**config.mk**
```make
export PLATFORM = sky130hd
export DESIGN_NAME = mem_port_arbiter
export DESIGN_NICKNAME = d
export VERILOG_FILES = /design/src/rtl/mem_port_arbiter_pkg.sv /design/src/rtl/mem_port_arbiter.sv
export SDC_FILE = /design/constraint.sdc
export NUM_CORES = 1
export LEC_CHECK = 0
export ABC_AREA = 1
export BUFFER_PORTS_ARGS = -buffer_cell sky130_fd_sc_hd__buf_2
export CELL_PAD_IN_SITES_DETAIL_PLACEMENT = 0
export CELL_PAD_IN_SITES_GLOBAL_PLACEMENT = 2
export CORE_AREA = 2 2 213 215
export CTS_BUF_LIST = sky130_fd_sc_hd__clkbuf_4 sky130_fd_sc_hd__clkbuf_8
export DETAILED_ROUTE_END_ITERATION = 8
export DIE_AREA = 0 0 215 217
export PLACE_DENSITY_LB_ADDON = 0.2
export SYNTH_ARGS = -nofsm -noshare
export SYNTH_HDL_FRONTEND = slang
export SYNTH_SLANG_ARGS = --single-unit
```
**constraint.sdc**
```tcl
create_clock -name clk -period 3.4 [get_ports clk]
set_input_delay 0.51 -clock clk [delete_from_list [all_inputs] [get_ports clk]]
set_output_delay 0.51 -clock clk [all_outputs]
set_load 0.005 [all_outputs]
```
**src/rtl/mem_port_arbiter_pkg.sv**
```systemverilog
// ----------------------------------------------------------------------------
// CorePack
// Shared types and helpers for the instruction/data memory-port arbiter.
//   arb_state_e : arbiter FSM states (IDLE, REQ, WAIT)
//   arb_owner_e : which requester owns the shared port (INST, DATA)
//   align_dword : clears the byte offset of an address (doubleword aligned)
// ----------------------------------------------------------------------------
package CorePack;

    localparam int unsigned ADDR_W = 64;
    localparam int unsigned DATA_W = 64;
    localparam int unsigned MASK_W = 8;

    typedef enum logic [1:0] {
        IDLE = 2'd0,
        REQ  = 2'd1,
        WAIT = 2'd2
    } arb_state_e;

    typedef enum logic {
        INST = 1'b0,
        DATA = 1'b1
    } arb_owner_e;

    // Instruction fetches always read a whole doubleword.
    function automatic logic [ADDR_W-1:0] align_dword(input logic [ADDR_W-1:0] addr);
        return {addr[ADDR_W-1:3], 3'b000};
    endfunction

endpackage

```
**src/rtl/mem_port_arbiter.sv**
```systemverilog
// ----------------------------------------------------------------------------
// mem_port_arbiter
// Arbitrates an instruction-fetch port and a data load/store port onto one
// shared memory port with a single outstanding transaction. Data requests
// win over fetches when both are pending in the same idle cycle.
//
// Ports:
//   clk, rst                   clock, synchronous active-high reset
//   i_req_*  / i_resp_*        fetch requester (read-only, doubleword aligned)
//   d_req_*  / d_resp_*        data requester (load or masked store)
//   m_req_*  / m_resp_*        shared memory port
//   busy                       high whenever the FSM is not IDLE
// ----------------------------------------------------------------------------
module mem_port_arbiter
    import CorePack::*;
(
    input  logic              clk,
    input  logic              rst,

    input  logic              i_req_valid,
    output logic              i_req_ready,
    input  logic [ADDR_W-1:0] i_req_addr,
    output logic              i_resp_valid,
    output logic [DATA_W-1:0] i_resp_data,

    input  logic              d_req_valid,
    input  logic              d_req_we,
    input  logic [ADDR_W-1:0] d_req_addr,
    input  logic [DATA_W-1:0] d_req_wdata,
    input  logic [MASK_W-1:0] d_req_wmask,
    output logic              d_req_ready,
    output logic              d_resp_valid,
    output logic [DATA_W-1:0] d_resp_data,

    output logic              m_req_valid,
    input  logic              m_req_ready,
    output logic              m_req_we,
    output logic [ADDR_W-1:0] m_req_addr,
    output logic [DATA_W-1:0] m_req_wdata,
    output logic [MASK_W-1:0] m_req_wmask,
    input  logic              m_resp_valid,
    input  logic [DATA_W-1:0] m_resp_data,

    output logic              busy
);

    arb_state_e        state_r;
    arb_owner_e        owner_r;
    logic              we_r;
    logic [ADDR_W-1:0] addr_r;
    logic [DATA_W-1:0] wdata_r;
    logic [MASK_W-1:0] wmask_r;

    // FSM and request latch; reset overrides any grant seen in the same cycle.
    always_ff @(posedge clk) begin
        if (rst) begin
            state_r <= IDLE;
            owner_r <= INST;
            we_r    <= 1'b0;
            addr_r  <= {ADDR_W{1'b0}};
            wdata_r <= {DATA_W{1'b0}};
            wmask_r <= {MASK_W{1'b0}};
        end else begin
            case (state_r)
                IDLE: begin
                    if (d_req_valid) begin
                        owner_r <= DATA;
                        we_r    <= d_req_we;
                        addr_r  <= d_req_addr;
                        wdata_r <= d_req_wdata;
                        wmask_r <= d_req_wmask;
                        state_r <= REQ;
                    end else if (i_req_valid) begin
                        owner_r <= INST;
                        we_r    <= 1'b0;
                        addr_r  <= align_dword(i_req_addr);
                        wdata_r <= {DATA_W{1'b0}};
                        wmask_r <= {MASK_W{1'b0}};
                        state_r <= REQ;
                    end else begin
                        state_r <= IDLE;
                    end
                end
                REQ: begin
                    if (m_req_ready) begin
                        state_r <= WAIT;
                    end else begin
                        state_r <= REQ;
                    end
                end
                WAIT: begin
                    // Return to IDLE only; a new grant waits for the next cycle.
                    if (m_resp_valid) begin
                        state_r <= IDLE;
                    end else begin
                        state_r <= WAIT;
                    end
                end
                default: begin
                    state_r <= IDLE;
                end
            endcase
        end
    end

    // Grant handshakes: only in IDLE, data first, never while in reset.
    always_comb begin
        i_req_ready = 1'b0;
        d_req_ready = 1'b0;
        if (!rst && (state_r == IDLE)) begin
            if (d_req_valid) begin
                d_req_ready = 1'b1;
            end else if (i_req_valid) begin
                i_req_ready = 1'b1;
            end else begin
                i_req_ready = 1'b0;
            end
        end else begin
            d_req_ready = 1'b0;
        end
    end

    // Shared-port request fields are driven from the latch only in REQ.
    always_comb begin
        m_req_valid = 1'b0;
        m_req_we    = 1'b0;
        m_req_addr  = {ADDR_W{1'b0}};
        m_req_wdata = {DATA_W{1'b0}};
        m_req_wmask = {MASK_W{1'b0}};
        if (state_r == REQ) begin
            m_req_valid = 1'b1;
            m_req_we    = we_r;
            m_req_addr  = addr_r;
            m_req_wdata = wdata_r;
            m_req_wmask = wmask_r;
        end else begin
            m_req_valid = 1'b0;
        end
    end

    // Response steering: a response outside WAIT is stale and dropped.
    always_comb begin
        i_resp_valid = 1'b0;
        i_resp_data  = {DATA_W{1'b0}};
        d_resp_valid = 1'b0;
        d_resp_data  = {DATA_W{1'b0}};
        if (!rst && (state_r == WAIT) && m_resp_valid) begin
            if (owner_r == DATA) begin
                d_resp_valid = 1'b1;
                d_resp_data  = m_resp_data;
            end else begin
                i_resp_valid = 1'b1;
                i_resp_data  = m_resp_data;
            end
        end else begin
            i_resp_valid = 1'b0;
        end
    end

    // Busy flag follows the state register directly.
    always_comb begin
        busy = (state_r != IDLE);
    end

endmodule

```
**Yosys cells after proc, flatten, opt, wreduce, memory -nomap -nowiden**

Cells that the tools add are included.

- Output and inout bits: 271
- Logic and storage cells: 48
- Bits of input ports: 271
- Bits in registers: 140

- Equality and inequality tests: 2
- Muxes and demuxes: 32
- Reductions and logical operators: 8

Operators with widths:

| kind | count |
|---|---|
| 64-bit 2-to-1 mux | 10 |
| 8-bit 2-to-1 mux | 3 |
| 1-bit 2-to-1 mux | 16 |
| 2-bit case mux with 3 select lines | 1 |
| 2-bit 2-to-1 mux | 2 |
| 2-bit nonzero test | 2 |
| 1-bit logical AND | 3 |
| 2-bit by 1-bit equality test with 1-bit output (second input constant) | 1 |
| 2-bit equality test (second input constant) | 1 |
| 2-bit logical NOT | 1 |
| 2-bit AND reduction | 1 |
| 1-bit logical NOT | 1 |

**Longest topological paths before layout**

- Depth after elaboration: 4
- Depth in mapped cells: 9
- Gate-level depth less buffers: 6

**Worst setup path after synthesis**

Ideal clock, no wire load.

- Kind: input -> output
- Start point: input m_resp_valid
- End point: output d_resp_data[54]
- Stages: 6
- Buffers on the path: 2
- Slack: 1716 ps
- Data arrival time: 1174 ps
- Data required time: 2890 ps
- Cells stage by stage: nand3_1 -> nor2_1 -> nand2_1 -> buf_2 -> buf_2 -> nor2_1

- Longest elaborated chain between the ends: 2

RTL lines:

| what | line | text |
|---|---|---|
| from (decl) | mem_port_arbiter.sv:41 | `input logic m_resp_valid,` |
| 1-bit logical AND | mem_port_arbiter.sv:147 | `if (!rst && (state_r == WAIT) && m_resp_valid) begin` |
| 64-bit 2-to-1 mux | mem_port_arbiter.sv:147 |  |
| to (decl) | mem_port_arbiter.sv:33 | `output logic [DATA_W-1:0] d_resp_data,` |

No other way between the ends.

**Worst setup path after layout**

- Start point: register state_r[0]
- End point: output d_resp_data[22]

- Longest elaborated chain between the ends: 4

RTL lines:

| what | line | text |
|---|---|---|
| from (decl) | mem_port_arbiter.sv:47 | `arb_state_e state_r;` |
| from (signal assigned) | mem_port_arbiter.sv:57 | `state_r <= IDLE;` |
| from (signal assigned) | mem_port_arbiter.sv:72 | `state_r <= REQ;` |
| from (signal assigned) | mem_port_arbiter.sv:79 | `state_r <= REQ;` |
| 2-bit equality test | mem_port_arbiter.sv:147 |  |
| 1-bit logical AND (2 in a row) | mem_port_arbiter.sv:147 |  |
| 64-bit 2-to-1 mux | mem_port_arbiter.sv:147 |  |

No other way between the ends.

==> metrics.cfg <==
[power]
power_density_nw_per_um2 = 383
clkPwrFrac_pct = 35.3
leakagePower_nw = 6.99
p_sw_share_pct = 32.4
comb_power_share_pct = 22.4
total_power_mw = 4.35
intPower_mw = 2.94
p_sw_mw = 1.41
vdd_ir_drop_max_mv = 0.226
p_seq_share_pct = 42.2

[critical_path]
cp.required_ns = 2.89
path_class = reg2out
critPathArrivalTime_ns = 2.25
ff2ff_setup_slack_ns = 1.72
cp-end-kind = output port
crit_fanout = 30
cp-start-kind = flip-flop

[routing]
vias_per_cell = 3.77
num_vias = 9368
ant_nets = 0
wirelength_mm = 36.4
avgRoutedWirePerCell_um = 14.7
drc = 0
dr.first_iter.drc_count = 539
drt_pass1_iterations = 5

[outcome]
status = complete, no violations

[worst_hold_path]
hold_class = in2reg

[global_routing]
grt-ovfl-total = 0
grt_pass1_wl_mm = 54.0
grt_max_degree = 139
grt_pass1_vias = 8767
grt_usage_pct = 15.1
antenna_found_initial = 9

[timing]
clock.fmax_mhz = 362
period_needed_ns = 2.76
period_share_pct = 81.2
finalSetupViolations = 0
finalHoldViolCount = 0
worst_hold_slack_ns = 0.215
tightest_slew_ns = 0.886
slew_violations = 0
tns_ns = 0
slew_headroom_pct = 40.9
rsz0062_at_grt = false
clock_skew_ns = 0.0163
worst_slack_ns = 0.638

[floorplanning]
die_w_um = 215
core_sq_um = 44700
die_area_sq_um = 46700
num_rows = 78
dieHeight_um = 217
ioPinCount = 542
initial_core_util_pct = 17.4

[synthesis]
synth.distinct_cells = 14
synth_compound_area_share_pct = 0.129
ys_seq_area_share_pct = 36.1
netlist_instances = 1377
yosysWarningCount = 0
synth_xor_area_share_pct = 0
synthAdderAreaFrac_pct = 0
syn-num-nets = 1648
synth_top_family_by_area = simple AND/OR/NAND/NOR gates
synthSimpleGateAreaFrac_pct = 46.6
syn_area_sq_um = 7770
synth-seq-cells = 140
synthMuxAreaShare_pct = 0
syn_avg_cell_area_sq_um = 5.64

[place]
place.detailed.hpwl_mm = 27.3
portBuffers = 538
dp_cells = 2448
gp_congestion = 0.777
place_ws_ns = 0.844

[clock_tree]
insertion_delay_ns = 0.48
cts_tree = done
postCtsHoldBufs = 0
cts_buffers = 17
clockBufferDepth = 2
cts_max_level = 4
post-cts-setup-buffer-count = 0
clk_pin_slew_worst_paths_ns = 0.10
cts.sinks = 140
cts-root-buf = clkbuf_8
cts_resized = 0

[cells_and_area]
n_fill_cell = 5323
area_growth_pct = 46.1
fin_cells = 2482
num-nets-final = 2138
multi_input_area_sq_um = 3640
drive_gt1_share_pct = 31.8
seq_area_sq_um = 2800

[flow_run]
drv_cap = 0

flip-flops by register name (all words and copies together) (netlist names):
register / cells
we_r: 1
owner_r: 1
wmask_r: 8
addr_r: 64
wdata_r: 64
state_r: 2
final cells by class:
class / instances / area share [%]
multi-input combinational: 938 / 32.1
timing repair buffer: 558 / 25.7
sequential: 140 / 24.7
inverter: 212 / 7.08
tap: 600 / 6.61
clock buffer: 21 / 2.44
clock inverter: 11 / 1.38
antenna: 2 / 0.0441
cells in the final DEF, fill, tap and decap left out:
cell type  instances
diode_2            2
inv_4              3
clkbuf_4           2
inv_6              4
nand2_1          462
buf_12             6
nor2_1           390
a21oi_1            2
nand3b_1           1
nor4_1             1
clkinv_4           3
clkinv_2           1
nand2_2            2
dfxtp_1          140
buf_2            538
clkbuf_8          19
nand2_4            1
inv_2              1
inv_1            208
buf_4             14
bufinv_16          3
nand3_1           79
critical path, cell delays in order (launching register included):
cell and delay, ns:
dfxtp_1 0.31, inv_1 0.11, nand3_1 0.08, nor2_1 0.22
nand2_2 0.44, buf_4 0.35, nor2_1 0.12, buf_2 0.14
stage by stage:
step                      instance area, sq um  utilization [%]
final                                    11400             25.4
after floorplan                           7770                -
after detailed placement                 10900             24.4
after global routing                     11400             25.4
after global placement                   10900             24.4
after CTS                                11300             25.4
worst paths after layout:
kind | start | to | cells past startpoint
max | state_r[0]$_SDFF_PP0_ | d_resp_data[22] | 7
max reg2reg | state_r[1]$_SDFF_PP0_ | addr_r[56]$_SDFFE_PP0P_ | 6
min | d_req_wdata[22] | wdata_r[22]$_SDFFE_PP0P_ | 3
min reg2reg | wdata_r[63]$_SDFFE_PP0P_ | wdata_r[63]$_SDFFE_PP0P_ | 2
layer usage:
metal  GRT usage (%)  vias up  routed length [um]
met5               0        -                  68
met4            3.40       14                 386
met3            4.63       31                2510
met2            24.6      277               17000
met1            19.7     4125               16500
li1                -     4921                   -
logic make-up (layout without fill, tap and decap cells):
family                 count (synthesis)  count (layout)
AND/OR/NAND/NOR                      936             936
buffers and inverters                299             802
flip-flops                           140             140
AO/OA/AOI/OAI                          2               2
other                                  0               2
power by group through the flow:
stage / clock network, mW / logic (mW) / registers, mW
finish: 1.54 / 0.977 / 1.84
global route: 1.70 / 1.13 / 1.85
CTS: 1.63 / 1.01 / 1.84
detailed placement: 0 / 1.00 / 1.88
global placement: 0 / 0.996 / 1.87
floorplan: 0 / 0.609 / 1.87
synthesized netlist by cell type:
master / n / share of area [%]
inv_1: 209 / 10
nand3b_1: 1 / 0.097
dfxtp_1: 140 / 36
nor4_1: 1 / 0.081
nand2_1: 465 / 22
clkbuf_1: 20 / 0.97
buf_6: 15 / 2.2
buf_4: 14 / 1.4
inv_2: 2 / 0.097
inv_4: 1 / 0.081
nand3_1: 79 / 5.1
a21oi_1: 2 / 0.13
buf_2: 38 / 2.4
nor2_1: 390 / 19
(Power assumes the default switching activity.)
